===== src/rtl/ex_mem_stage.sv =====
// Branch resolution and EX/MEM register: 1-cycle latency, registered redirect that squashes the next EX slot.
// Backpressure: stall holds every register (payload, shadow state, redirect and counter).
module ex_mem_stage #(
   parameter int XLEN = 32
) (
   input  logic            clk,
   input  logic            rst,
   input  logic            ex_valid,
   input  logic [XLEN-1:0] ex_pc,
   input  logic [XLEN-1:0] ex_imm,
   input  logic [XLEN-1:0] ex_rs2_data,
   input  logic [4:0]      ex_rd,
   input  logic            ex_reg_write,
   input  logic            ex_mem_read,
   input  logic            ex_mem_write,
   input  logic [2:0]      ex_funct3,
   input  logic [1:0]      ex_br_type,
   input  logic [XLEN-1:0] alu_out,
   input  logic            branch_flag,
   input  logic            stall,
   output logic            mem_valid,
   output logic [XLEN-1:0] mem_result,
   output logic [XLEN-1:0] mem_store_data,
   output logic [4:0]      mem_rd,
   output logic            mem_reg_write,
   output logic            mem_mem_read,
   output logic            mem_mem_write,
   output logic [2:0]      mem_funct3,
   output logic            redirect_valid,
   output logic [XLEN-1:0] redirect_pc,
   output logic            misalign,
   output logic [31:0]     taken_cnt
);

   typedef enum logic {IDLE = 1'b0, SHADOW = 1'b1} state_t;

   localparam logic [1:0] BR_COND = 2'b01;
   localparam logic [1:0] BR_JALR = 2'b11;

   state_t          state_q, state_d;
   logic            mem_valid_q, mem_valid_d;
   logic [XLEN-1:0] mem_result_q, mem_result_d;
   logic [XLEN-1:0] mem_store_data_q, mem_store_data_d;
   logic [4:0]      mem_rd_q, mem_rd_d;
   logic            mem_reg_write_q, mem_reg_write_d;
   logic            mem_mem_read_q, mem_mem_read_d;
   logic            mem_mem_write_q, mem_mem_write_d;
   logic [2:0]      mem_funct3_q, mem_funct3_d;
   logic [XLEN-1:0] redirect_pc_q, redirect_pc_d;
   logic            misalign_q, misalign_d;
   logic [31:0]     taken_cnt_q, taken_cnt_d;

   logic            accept;
   logic            taken;
   logic            is_jump;
   logic [XLEN-1:0] target;

   always_comb begin
      is_jump = ex_br_type[1];
      taken   = is_jump | ((ex_br_type == BR_COND) & branch_flag);
      target  = (ex_br_type == BR_JALR) ? (alu_out & ~XLEN'(1)) : (ex_pc + ex_imm);
      // An instruction arriving while the shadow is open is on the wrong path.
      accept  = ex_valid & ~stall & (state_q == IDLE);

      state_d          = state_q;
      mem_valid_d      = mem_valid_q;
      mem_result_d     = mem_result_q;
      mem_store_data_d = mem_store_data_q;
      mem_rd_d         = mem_rd_q;
      mem_reg_write_d  = mem_reg_write_q;
      mem_mem_read_d   = mem_mem_read_q;
      mem_mem_write_d  = mem_mem_write_q;
      mem_funct3_d     = mem_funct3_q;
      redirect_pc_d    = redirect_pc_q;
      misalign_d       = misalign_q;
      taken_cnt_d      = taken_cnt_q;

      if (!stall) begin
         mem_valid_d = accept;
         state_d     = IDLE;
         if (accept) begin
            mem_result_d     = is_jump ? (ex_pc + XLEN'(4)) : alu_out;
            mem_store_data_d = ex_rs2_data;
            mem_rd_d         = ex_rd;
            mem_reg_write_d  = ex_reg_write;
            mem_mem_read_d   = ex_mem_read;
            mem_mem_write_d  = ex_mem_write;
            mem_funct3_d     = ex_funct3;
            if (taken) begin
               state_d       = SHADOW;
               redirect_pc_d = target;
               misalign_d    = target[1];
               taken_cnt_d   = taken_cnt_q + 32'd1;
            end
         end
      end
   end

   always_ff @(posedge clk) begin
      if (rst) begin
         state_q          <= IDLE;
         mem_valid_q      <= 1'b0;
         mem_result_q     <= '0;
         mem_store_data_q <= '0;
         mem_rd_q         <= '0;
         mem_reg_write_q  <= 1'b0;
         mem_mem_read_q   <= 1'b0;
         mem_mem_write_q  <= 1'b0;
         mem_funct3_q     <= '0;
         redirect_pc_q    <= '0;
         misalign_q       <= 1'b0;
         taken_cnt_q      <= '0;
      end else begin
         state_q          <= state_d;
         mem_valid_q      <= mem_valid_d;
         mem_result_q     <= mem_result_d;
         mem_store_data_q <= mem_store_data_d;
         mem_rd_q         <= mem_rd_d;
         mem_reg_write_q  <= mem_reg_write_d;
         mem_mem_read_q   <= mem_mem_read_d;
         mem_mem_write_q  <= mem_mem_write_d;
         mem_funct3_q     <= mem_funct3_d;
         redirect_pc_q    <= redirect_pc_d;
         misalign_q       <= misalign_d;
         taken_cnt_q      <= taken_cnt_d;
      end
   end

   assign mem_valid      = mem_valid_q;
   assign mem_result     = mem_result_q;
   assign mem_store_data = mem_store_data_q;
   assign mem_rd         = mem_rd_q;
   assign mem_reg_write  = mem_reg_write_q;
   assign mem_mem_read   = mem_mem_read_q;
   assign mem_mem_write  = mem_mem_write_q;
   assign mem_funct3     = mem_funct3_q;
   assign redirect_valid = (state_q == SHADOW);
   assign redirect_pc    = redirect_pc_q;
   assign misalign       = misalign_q;
   assign taken_cnt      = taken_cnt_q;

endmodule

===== config.mk =====
export PLATFORM = sky130hd
export DESIGN_NAME = ex_mem_stage
export DESIGN_NICKNAME = d
export VERILOG_FILES = /design/src/rtl/ex_mem_stage.sv
export SDC_FILE = /design/constraint.sdc
export NUM_CORES = 1
export LEC_CHECK = 0
export CORE_UTILIZATION = 45
export CTS_CLUSTER_DIAMETER = 30
export CTS_CLUSTER_SIZE = 16
export DETAILED_ROUTE_END_ITERATION = 12
export GPL_ROUTABILITY_DRIVEN = 0
export PLACE_DENSITY = 0.83
export SYNTH_ARGS = -nofsm -noshare
export SYNTH_HDL_FRONTEND = slang
export SYNTH_SLANG_ARGS = --single-unit
export TNS_END_PERCENT = 5

===== constraint.sdc =====
create_clock -name clk -period 2.4 [get_ports clk]
set_input_delay 0.24 -clock clk [delete_from_list [all_inputs] [get_ports clk]]
set_output_delay 0.24 -clock clk [all_outputs]
set_load 0.02 [all_outputs]

* Yosys cells after proc, flatten, opt, wreduce, memory -nomap -nowiden
Index checks and enable logic that the tools add are counted.
** Word-level totals
- Bits in registers :: 142
- Bits of input ports :: 146
- Output and inout bits :: 142
- Word-level logic and storage cells :: 29
** Operators by class
- Add/sub/neg operators :: 3
- Equal/unequal tests :: 2
- Multiplexer cells :: 4
- Bitwise logic cells :: 6
- Reductions and logical operators :: 2
** Operators by type and width (number)
- 32-bit two-way mux :: 2
- 32-bit by 1-bit adder with 32-bit output (second input constant) :: 1
- 32-bit by 3-bit adder with 32-bit output (second input constant) :: 1
- 32-bit adder :: 1
- 1-bit AND :: 3
- 3-bit AND reduction :: 1
- 2-bit by 1-bit equality test with 1-bit output (second input constant) :: 1
- 2-bit equality test (second input constant) :: 1
- 1-bit two-way mux :: 2
- 1-bit NOT :: 2
- 2-bit AND reduction :: 1
- 1-bit OR :: 1

* Depth between registers and ports, before layout
Gate-level depths: netlist of the first run.
- Word-level depth :: 5
- Gate-level depth with buffers :: 11
- Mapped depth without buffers :: 10

* Least setup slack after synthesis of the first run
No wires, ideal clock.
- Kind :: input -> register
- Start point :: input port ex_pc[14]
- End point :: register redirect_pc_q[31], in the netlist redirect_pc[31]
- Setup time :: 0.117 ns
- Arrival time :: 2.143 ns
- Required time :: 2.283 ns
- Setup slack :: 0.140 ns
- Stages :: 9
- Buffers on the path :: 0
- Cell sequence :: ha_1 -> a21o_1 -> a21o_1 -> a211oi_1 -> o41ai_1 -> a31o_2 -> a221oi_1 -> mux2i_1 -> nand2_1
** On the way
- Word-level cells in the longest chain between the ends :: 2
** RTL lines
- start, declared :: line 9 : input logic [XLEN-1:0] ex_pc,
- 32-bit adder :: line 61 : target = (ex_br_type == BR_JALR) ? (alu_out & ~XLEN'(1)) : (ex_pc + ex_imm);
- 32-bit two-way mux :: line 61
- end signal, assigned :: line 123 : redirect_pc_q <= redirect_pc_d;
- end, declared :: line 49 : logic [XLEN-1:0] redirect_pc_q, redirect_pc_d;
Every way passes these cells.
A chain may end at the register's enable or synchronous reset.

* Final worst setup path of the first run
- Start point :: input port ex_pc[2]
- End point :: register redirect_pc_q[26], in the netlist redirect_pc[26]
The elaborated chain is that of the path after synthesis.

==> results of run 1 <==
## power by group
group / total [mW] / leakage [nW] / switching (mW) / internal [mW]
logic: 1.78 / 3.48 / 0.891 / 0.893
registers: 2.50 / 1.15 / 0.0595 / 2.44
clock network: 2.67 / 0.290 / 1.19 / 1.48
total: 6.96 / 4.92 / 2.14 / 4.82
## sequential cells by signal (all words and copies together) (netlist names)
register,count
mem_mem_read,1
mem_rd,5
redirect_pc,32
mem_mem_write,1
redirect_valid,1
taken_cnt,32
mem_store_data,32
mem_reg_write,1
mem_funct3,3
mem_valid,1
mem_result,32
## through the flow
step           hold WS (ps)  area (um^2)  setup slack, ps
2_1_floorplan         376.0         7807            140.0
3_3_place_gp          441.6        11700           -590.8
3_5_place_dp          447.2        11700           -686.7
4_1_cts               202.2        12340         -0.08948
5_1_grt               214.1        12470           -49.77
6_report              225.8        12470            22.73
## per-layer routing
| layer | vias to the layer above | global-route usage | wire length (um) |
|---|---|---|---|
| li1 | 4369 | - | - |
| met1 | 4242 | 0.3575 | 11120 |
| met2 | 438 | 0.5242 | 13480 |
| met3 | 95 | 0.05327 | 1753 |
| met4 | 0 | 0.1604 | 1165 |
| met5 | - | 0 | 0 |
## layout by cell type (no fill, tap or decap), drive strengths merged, types with 3 or more instances in the layout
cell type	count
nor3	12
o211ai	10
mux2i	7
a221oi	3
nand3	31
a31oi	6
buf	133
a211oi	40
clkbuf	17
o21bai	4
dlymetal6s2s	3
or3	12
a21o	19
xor2	38
a311oi	11
xnor2	34
ha	33
clkinv	4
and2	6
inv	23
nor2	129
clkdlybuf4s50	282
and3	19
nand4	10
o21a	3
a21oi	131
nand2	180
dfxtp	141
o21ai	42
and4	7
## cell usage after synthesis, types with 19 or more instances
master    count
a21o_1       19
and3_1       19
dfxtp_1     141
ha_1         33
clkbuf_1     53
xnor2_1      34
xor2_1       38
nor2_1      129
a21oi_1     131
o21ai_0      41
nand3_1      31
a211oi_1     40
nand2_1     180
## critical path, stage by stage
cell and delay, ps:
clkdlybuf4s50_1 420, ha_1 410, a21oi_4 100, o211ai_1 280
nand4_1 200, a211oi_2 250, buf_4 170, o211ai_1 130
nor3b_2 190, o31ai_1 220, and2_1 140
## repair_timing
| action | CTS | global route |
|---|---|---|
| endpoints found under the setup margin | 11 | 18 |
| buffers inserted | 1 | 1 |
| gates resized for setup | 10 | 25 |
| pin swaps | 3 | 9 |
## how the worst max path moves through the flow
stage	to	slack, ps	depth (start not counted)
floorplan	redirect_pc[31]	140	9
global placement	redirect_pc[26]	-590	12
detailed placement	redirect_pc[30]	-690	12
CTS	redirect_pc[26]	-0.09	12
global route	redirect_pc[26]	-50	11
finish	redirect_pc[26]	20	11
## kinds of logic (layout without fill, tap and decap cells)
| group | count (synthesis) | in the layout |
|---|---|---|
| buf+inv | 77 | 464 |
| fa+ha+maj | 34 | 34 |
| mux | 7 | 7 |
| compound gates | 284 | 284 |
| flops | 141 | 141 |
| xor+xnor | 72 | 72 |
| simple gates | 417 | 417 |
## final cells by class
class / instances / area [um^2] / area share
clock buffer: 17 / 425.4 / 0.03412
multi-input combinational: 814 / 4855 / 0.3894
clock inverter: 15 / 168.9 / 0.01355
timing repair buffer: 418 / 3869 / 0.3103
sequential: 141 / 2823 / 0.2264
inverter: 14 / 52.55 / 0.004215
tap: 220 / 275.3 / 0.02208
==> metrics, run 1 <==
first-pass GRT wire length=42880 um; worst r2r src=taken_cnt[4]; register bit count reported by yosys=141; core area=about 17000 um^2; multiplexer share of the synthesized area=0.008974; ys async rst share=0; Worst R2R End=taken_cnt[15]; pwr dens=between 500 and 600 nW/um^2; Yosys top cell by area=dfxtp_1; Post-synth EDFFs=0; Compound-Gate Fraction of Synth Area=0.2208; Boundary Pins=~290; vias=~9000; CTS Buf Count=17; Final Skew=~8.7 ps; hold_buf cts=0; Max Fclk=420.7 MHz; Final Power=a little under 7 mW; post-synthesis sequential area ratio=0.3615; RSZ-0062 raised after global routing=yes; Main synth FF type=dfxtp_1; synthesis-to-finish area growth=59.70%; peak supply drop=0.5503 mV; Reg2Reg Depth=7; DR pass1 iterations=5; CTS Sinks=around 140; drt via density=~5.6; Post-Synth Simple-Gate Area=0.2340; count of different cell masters after synthesis=52; final hold vios=0; post-route ant nets=0; syn avg cell area=around 7.6 um^2; HPWL after DPL=20390 um; Fin Setup TNS=0 ps; Ys Warns=0; final setup fails=0; Worst setup EP type=flop; clk slew on worst S/H paths=about 70 ps; GRT Overall Usage=0.3036; XOR/XNOR Fraction of Synth Area=0.08077; Synth top area share=0.3615; Hold Startpoint=rst; Slew @ Worst Pin=just under 600 ps; worst min-delay path category=input port to flop; Hold Path Depth=2; Hold EP=mem_result[12]; share of cells above drive strength 1=0.1395; Slew Viols, Final=0; final wirelength=between 20000 and 30000 um; Adder-Cell Fraction of Synth Area=0.05545; initial antenna violation count=0; data arrival time of the critical path=~2800 ps; Starting Density=0.4658; Die W=~130 um; R2R Setup Slk=230 ps; min Tclk post-route=approximately 2400 ps; Req. time, crit path=2780 ps; Leakage=4.916 nW; Layout fillers=roughly 1300; PortBufs=roughly 290; main combinational cell family by area after synthesis=simple AND/OR/NAND/NOR gates; Crit Path Category=input port to flop; Row Count=between 40 and 50; TritonCTS clock tree=yes; vias in the first global route=between 8000 and 9000; routed length per instance=16.79 um; Root Driver=clkbuf_16; utilization after layout=0.7439; Worst Setup Start Kind=input port; period utilization=0.9905; GRT overflow=0; syn_nets=about 1200; Mapped Cells=around 1000; DIE HEIGHT=approximately 130 um; DR iter-0 viols=roughly 640; crit path max fanout=3; status=completed; Max Root-Sink Buffers=2; Final #Nets=around 1600; H-tree depth=4; # Max-Cap Violations=0; largest net degree at the start of global routing=around 110; Cell Area, Synth=roughly 7800 um^2; placed insts=approximately 1600; Residual DRC=0; Synth area leaders=dfxtp_1 (36%), nand2_1 (8.7%), a21oi_1 (8.4%); Slew headroom=0.6142; final cell count without fillers=~1600; crit path from=ex_pc[2]; Worst-Skew Late Latency=430 ps; Die ar.=roughly 18000 um^2; antenna fix cells=0
Note: power is estimated with default switching activity, not from simulation.
==> inputs of run 2 (changes only) <==
CORE_MARGIN = 2   (was unset)
==> metrics, run 2 (synthesis gave the netlist of run 1 again) <==
most common cell after layout, fill and taps aside=clkdlybuf4s50_1 (unchanged); status=completed (unchanged); Slew @ Worst Pin=666.2 ps (was 578.7 ps); Max Fclk=424.3 MHz (was 420.7 MHz); utilization after layout=0.7239 (was 0.7439); largest net degree at the start of global routing=66 (was 112); initial antenna violation count=0 (unchanged); routed length per instance=16.82 um (was 16.79 um); Starting Density=0.4561 (was 0.4658); Final Power=6.834 mW (was 6.959 mW); vias in the first global route=8543 (was 8691); vias=9113 (was 9144); DR pass1 iterations=7 (was 5); worst r2r src=taken_cnt[4] (unchanged); Max Root-Sink Buffers=2 (unchanged); Worst Setup Start Kind=input port (unchanged); RSZ-0062 raised after global routing=yes (unchanged); Placement Setup Slack=-696.0 ps (was -686.7 ps); cell area after layout=12390 um^2 (was 12470 um^2); Layout fillers=1331 (was 1250); Hold EP=mem_result[24] (was mem_result[12]); Crit Path Category=input port to flop (unchanged); Final #Nets=1590 (was 1586); Residual DRC=0 (unchanged); post-route ant nets=0 (unchanged); Slew Viols, Final=0 (unchanged); final wirelength=27730 um (was 27530 um); setup ws final=43.34 ps (was 22.73 ps); Worst-Skew Late Latency=420 ps (was 430 ps); synthesis-to-finish area growth=58.70% (was 59.70%); Worst setup EP type=flop (unchanged); Leakage=4.887 nW (was 4.916 nW); drt via density=5.530 (was 5.579); core area=17120 um^2 (was 16760 um^2); Reg2Reg Depth=7 (unchanged); data arrival time of the critical path=2640 ps (was 2750 ps); Fin Setup TNS=0 ps (unchanged); R2R Setup Slk=280 ps (was 230 ps); period utilization=0.9819 (was 0.9905); DR iter-0 viols=641 (was 637); Slew headroom=0.5558 (was 0.6142); min Tclk post-route=2357 ps (was 2377 ps); final setup fails=0 (unchanged); final hold vios=0 (unchanged); Req. time, crit path=2680 ps (was 2780 ps); peak supply drop=0.4977 mV (was 0.5503 mV); PortBufs=287 (unchanged); CTS Buf Count=17 (unchanged); Hold Startpoint=rst (unchanged); antenna fix cells=0 (unchanged); Die ar.=18420 um^2 (was 17880 um^2); GRT overflow=0 (unchanged); # Max-Cap Violations=0 (unchanged); HPWL after DPL=20740 um (was 20390 um); H-tree depth=4 (unchanged); first-pass GRT wire length=42300 um (was 42880 um); clk slew on worst S/H paths=70 ps (about the same); most frequent cells in the layout=clkdlybuf4s50_1 (281), nand2_1 (179), dfxtp_1 (141) (was clkdlybuf4s50_1 (282), nand2_1 (179), dfxtp_1 (141)); Row Count=48 (was 47); Root Driver=clkbuf_16 (unchanged); Hold Path Depth=2 (unchanged); DIE HEIGHT=135.7 um (was 133.7 um); pwr dens=551.6 nW/um^2 (was 558.1 nW/um^2); CTS Sinks=141 (unchanged); crit path max fanout=4 (was 3); Die W=135.7 um (was 133.7 um); TritonCTS clock tree=yes (unchanged); placed instance area=11690 um^2 (was 11700 um^2); GRT Overall Usage=0.2894 (was 0.3036); Worst R2R End=taken_cnt[26] (was taken_cnt[15]); worst min-delay path category=input port to flop (unchanged); Boundary Pins=288 (unchanged); share of cells above drive strength 1=0.1349 (was 0.1395); Final Skew=10.62 ps (was 8.730 ps)
==> run 2: timing repair <==
action / CTS / global route
gates cloned: 0 / 0
endpoints found under the setup margin: 11 / 21
hold buffers: 0 / 0
pin swaps: 6 / 13
resized for setup: 12 / 12
buffers inserted: 2 / 4
==> run 2: stage by stage <==
step | hold WS (ps) | std cells
6_report | 267.5 | 1648
3_5_place_dp | 445.7 | 1610
5_1_grt | 278.0 | 1648
3_3_place_gp | 441.0 | 1610
2_1_floorplan | 376.0 | 1032
4_1_cts | 262.0 | 1644
==> run 2: area by class of cell <==
cell class                      count  area [um^2]  share of cell area
Multi-Input combinational cell    814         4790              0.3866
Timing Repair Buffer              422         3881              0.3132
Sequential cell                   141         2823              0.2278
Clock buffer                       18        439.2             0.03544
Tap cell                          225        281.5             0.02272
Clock inverter                     14        123.9            0.009997
Inverter                           14        52.55            0.004241
==> run 2: power by group <==
part | switching (mW) | internal (mW)
registers | 0.0595 | 2.44
logic | 0.890 | 0.893
clock network | 1.16 | 1.39
total | 2.11 | 4.72
==> run 2: worst max-delay path by stage <==
stage                    from         endpoint  slack, ps
global route         ex_pc[3]   mem_result[26]        -80
finish               ex_pc[3]   mem_result[28]         40
global placement     ex_pc[0]  redirect_pc[26]       -650
detailed placement   ex_pc[0]  redirect_pc[26]       -700
floorplan           ex_pc[14]  redirect_pc[31]        140
CTS                 ex_pc[14]  redirect_pc[27]         30
==> run 2: critical path: stages <==
cell	delay, ps
clkdlybuf4s50_1	520
buf_4	140
ha_1	170
and4_1	310
nand4_1	180
or3_1	480
nor2_1	160
xnor2_1	130
a211oi_1	90
a21oi_1	150
nor2_1	60
==> run 2: layer usage <==
layer	global-route usage	routed length, um	vias up
met5	0	0	-
met4	0.1441	1248	0
met3	0.06061	2134	100
met2	0.4944	13190	426
met1	0.3439	11160	4221
li1	-	-	4366
==> inputs of run 3 (changes only) <==
CTS_BUF_LIST = sky130_fd_sc_hd__clkbuf_16   (was unset)
==> metrics, run 3 (synthesis gave the netlist of run 1 again) <==
vias=9096 (was 9113); Boundary Pins=288 (unchanged); drt via density=5.519 (was 5.530); DIE HEIGHT=135.7 um (unchanged); crit-path max cell delay=520 ps (about the same); Worst Setup Start Kind=input port (unchanged); DR pass1 iterations=7 (unchanged); vias in the first global route=8546 (was 8543); # Max-Cap Violations=0 (unchanged); Slew Viols, Final=0 (unchanged); Fin Setup TNS=0 ps (unchanged); final wirelength=27740 um (was 27730 um); CTS Buf Count=17 (unchanged); period utilization=0.9868 (was 0.9819); antenna fix cells=0 (unchanged); Max Root-Sink Buffers=2 (unchanged); Req. time, crit path=2690 ps (was 2680 ps); H-tree depth=4 (unchanged); Worst setup EP type=flop (unchanged); Worst path slowest cell=clkdlybuf4s50_1 (unchanged); Leakage=4.881 nW (was 4.887 nW); pwr dens=549.6 nW/um^2 (was 551.6 nW/um^2); Final #Nets=1590 (unchanged); Max Fclk=422.3 MHz (was 424.3 MHz); final cell count without fillers=1648 (unchanged); FF/Latch Area=2823 um^2 (unchanged); Worst Path Buf+Inv=2 (unchanged); Row Count=48 (unchanged); Die ar.=18420 um^2 (unchanged); RSZ-0062 raised after global routing=yes (unchanged); Starting Density=0.4561 (unchanged); Residual DRC=0 (unchanged); status=completed (unchanged); data arrival time of the critical path=2650 ps (was 2640 ps); final hold vios=0 (unchanged); placed instance area=11690 um^2 (unchanged); clk slew on worst S/H paths=70 ps (about the same); post-route ant nets=0 (unchanged); Cell Chain, Critical Path=clkdlybuf4s50_1 -> buf_4 -> ha_1 -> and4_1 -> nand4_1 -> or3_1 -> nor2_1 -> xnor2_1 -> a211oi_1 -> a21oi_1 -> nor2_1 (unchanged); Final Skew=7.462 ps (was 10.62 ps); PortBufs=287 (unchanged); Die W=135.7 um (unchanged); most common cell after layout, fill and taps aside=clkdlybuf4s50_1 (unchanged); final setup fails=0 (unchanged); met2 GRT Util=0.4930 (was 0.4944); multi-input logic area=4790 um^2 (unchanged); synthesis-to-finish area growth=58.57% (was 58.70%); Slew headroom=0.5598 (was 0.5558); Crit path top cell by count=nor2_1 (unchanged); GRT overflow=0 (unchanged); met3 usage=0.06061 (unchanged); GRT Overall Usage=0.2888 (was 0.2894); share of cells above drive strength 1=0.1342 (was 0.1349); routed length per instance=16.83 um (was 16.82 um); CP delay by family, top=simple AND/OR/NAND/NOR gates (unchanged); worst min-delay path category=input port to flop (unchanged); largest net degree at the start of global routing=66 (unchanged); HPWL after DPL=20740 um (unchanged); Slew @ Worst Pin=660.3 ps (was 666.2 ps); TritonCTS clock tree=yes (unchanged); first-pass GRT wire length=42240 um (was 42300 um); min Tclk post-route=2368 ps (was 2357 ps); Layout fillers=1331 (unchanged); crit path max fanout=4 (unchanged); Root Driver=clkbuf_16 (unchanged); CTS Sinks=141 (unchanged); DR iter-0 viols=615 (was 641); Crit Path Category=input port to flop (unchanged); M1 GR Usage=0.3435 (was 0.3439); peak supply drop=0.5015 mV (was 0.4977 mV); Final Power=6.805 mW (was 6.834 mW); most frequent cells in the layout=clkdlybuf4s50_1 (281), nand2_1 (179), dfxtp_1 (141) (unchanged); cell area after layout=12380 um^2 (was 12390 um^2); Worst-Skew Late Latency=430 ps (was 420 ps); hold_buf cts=0 (unchanged); core area=17120 um^2 (unchanged); placed insts=1610 (unchanged); gr busiest metal=met2 (unchanged); initial antenna violation count=0 (unchanged)
## run 3: final timing paths
check,from,to,slack [ps],depth (start not counted)
min reg2reg,mem_rd[3],mem_rd[3],450,2
min,rst,mem_result[24],260,2
max,ex_pc[3],mem_result[28],30,11
max reg2reg,taken_cnt[4],taken_cnt[28],280,7
## run 3: through the flow
stage	utilization	hold WS, ps	setup slack [ps]
after floorplan	-	376.0	140.0
after global placement	0.6830	441.0	-653.2
after detailed placement	0.6830	445.7	-696.0
after CTS	0.7186	262.4	25.20
after global routing	0.7233	279.6	-79.47
final	0.7233	262.0	31.76
## run 3: area by class of cell
| cell class | instances | share of cell area |
|---|---|---|
| sequential | 141 | 0.2280 |
| clock inverter | 15 | 0.01031 |
| timing repair buffer | 422 | 0.3135 |
| inverter | 14 | 0.004245 |
| multi-input combinational | 814 | 0.3869 |
| tap | 225 | 0.02274 |
| clock buffer | 17 | 0.03436 |
## run 3: report_power, final
part / switching [mW] / total [mW] / internal [mW]
clock network: 1.16 / 2.52 / 1.35
registers: 0.0596 / 2.50 / 2.44
logic: 0.890 / 1.78 / 0.893
total: 2.11 / 6.80 / 4.69
## run 3: layer usage
| metal | part of all wire | up-vias |
|---|---|---|
| met5 | 0 | - |
| met4 | 0.046 | 0 |
| met3 | 0.078 | 100 |
| met2 | 0.47 | 422 |
| met1 | 0.40 | 4207 |
| li1 | - | 4367 |
## run 3: worst reg2reg max path, delay by kind of cell, from the launching register on
kind	cells	cell delay [ps]
AND/OR/NAND/NOR	6	1500
flip-flops	1	420
AO/OA/AOI/OAI	1	140
## run 3: repair_timing
action / CTS / global route
pin swaps: 6 / 13
resized for setup: 12 / 12
setup buffers: 2 / 4
endpoints found under the setup margin: 11 / 21
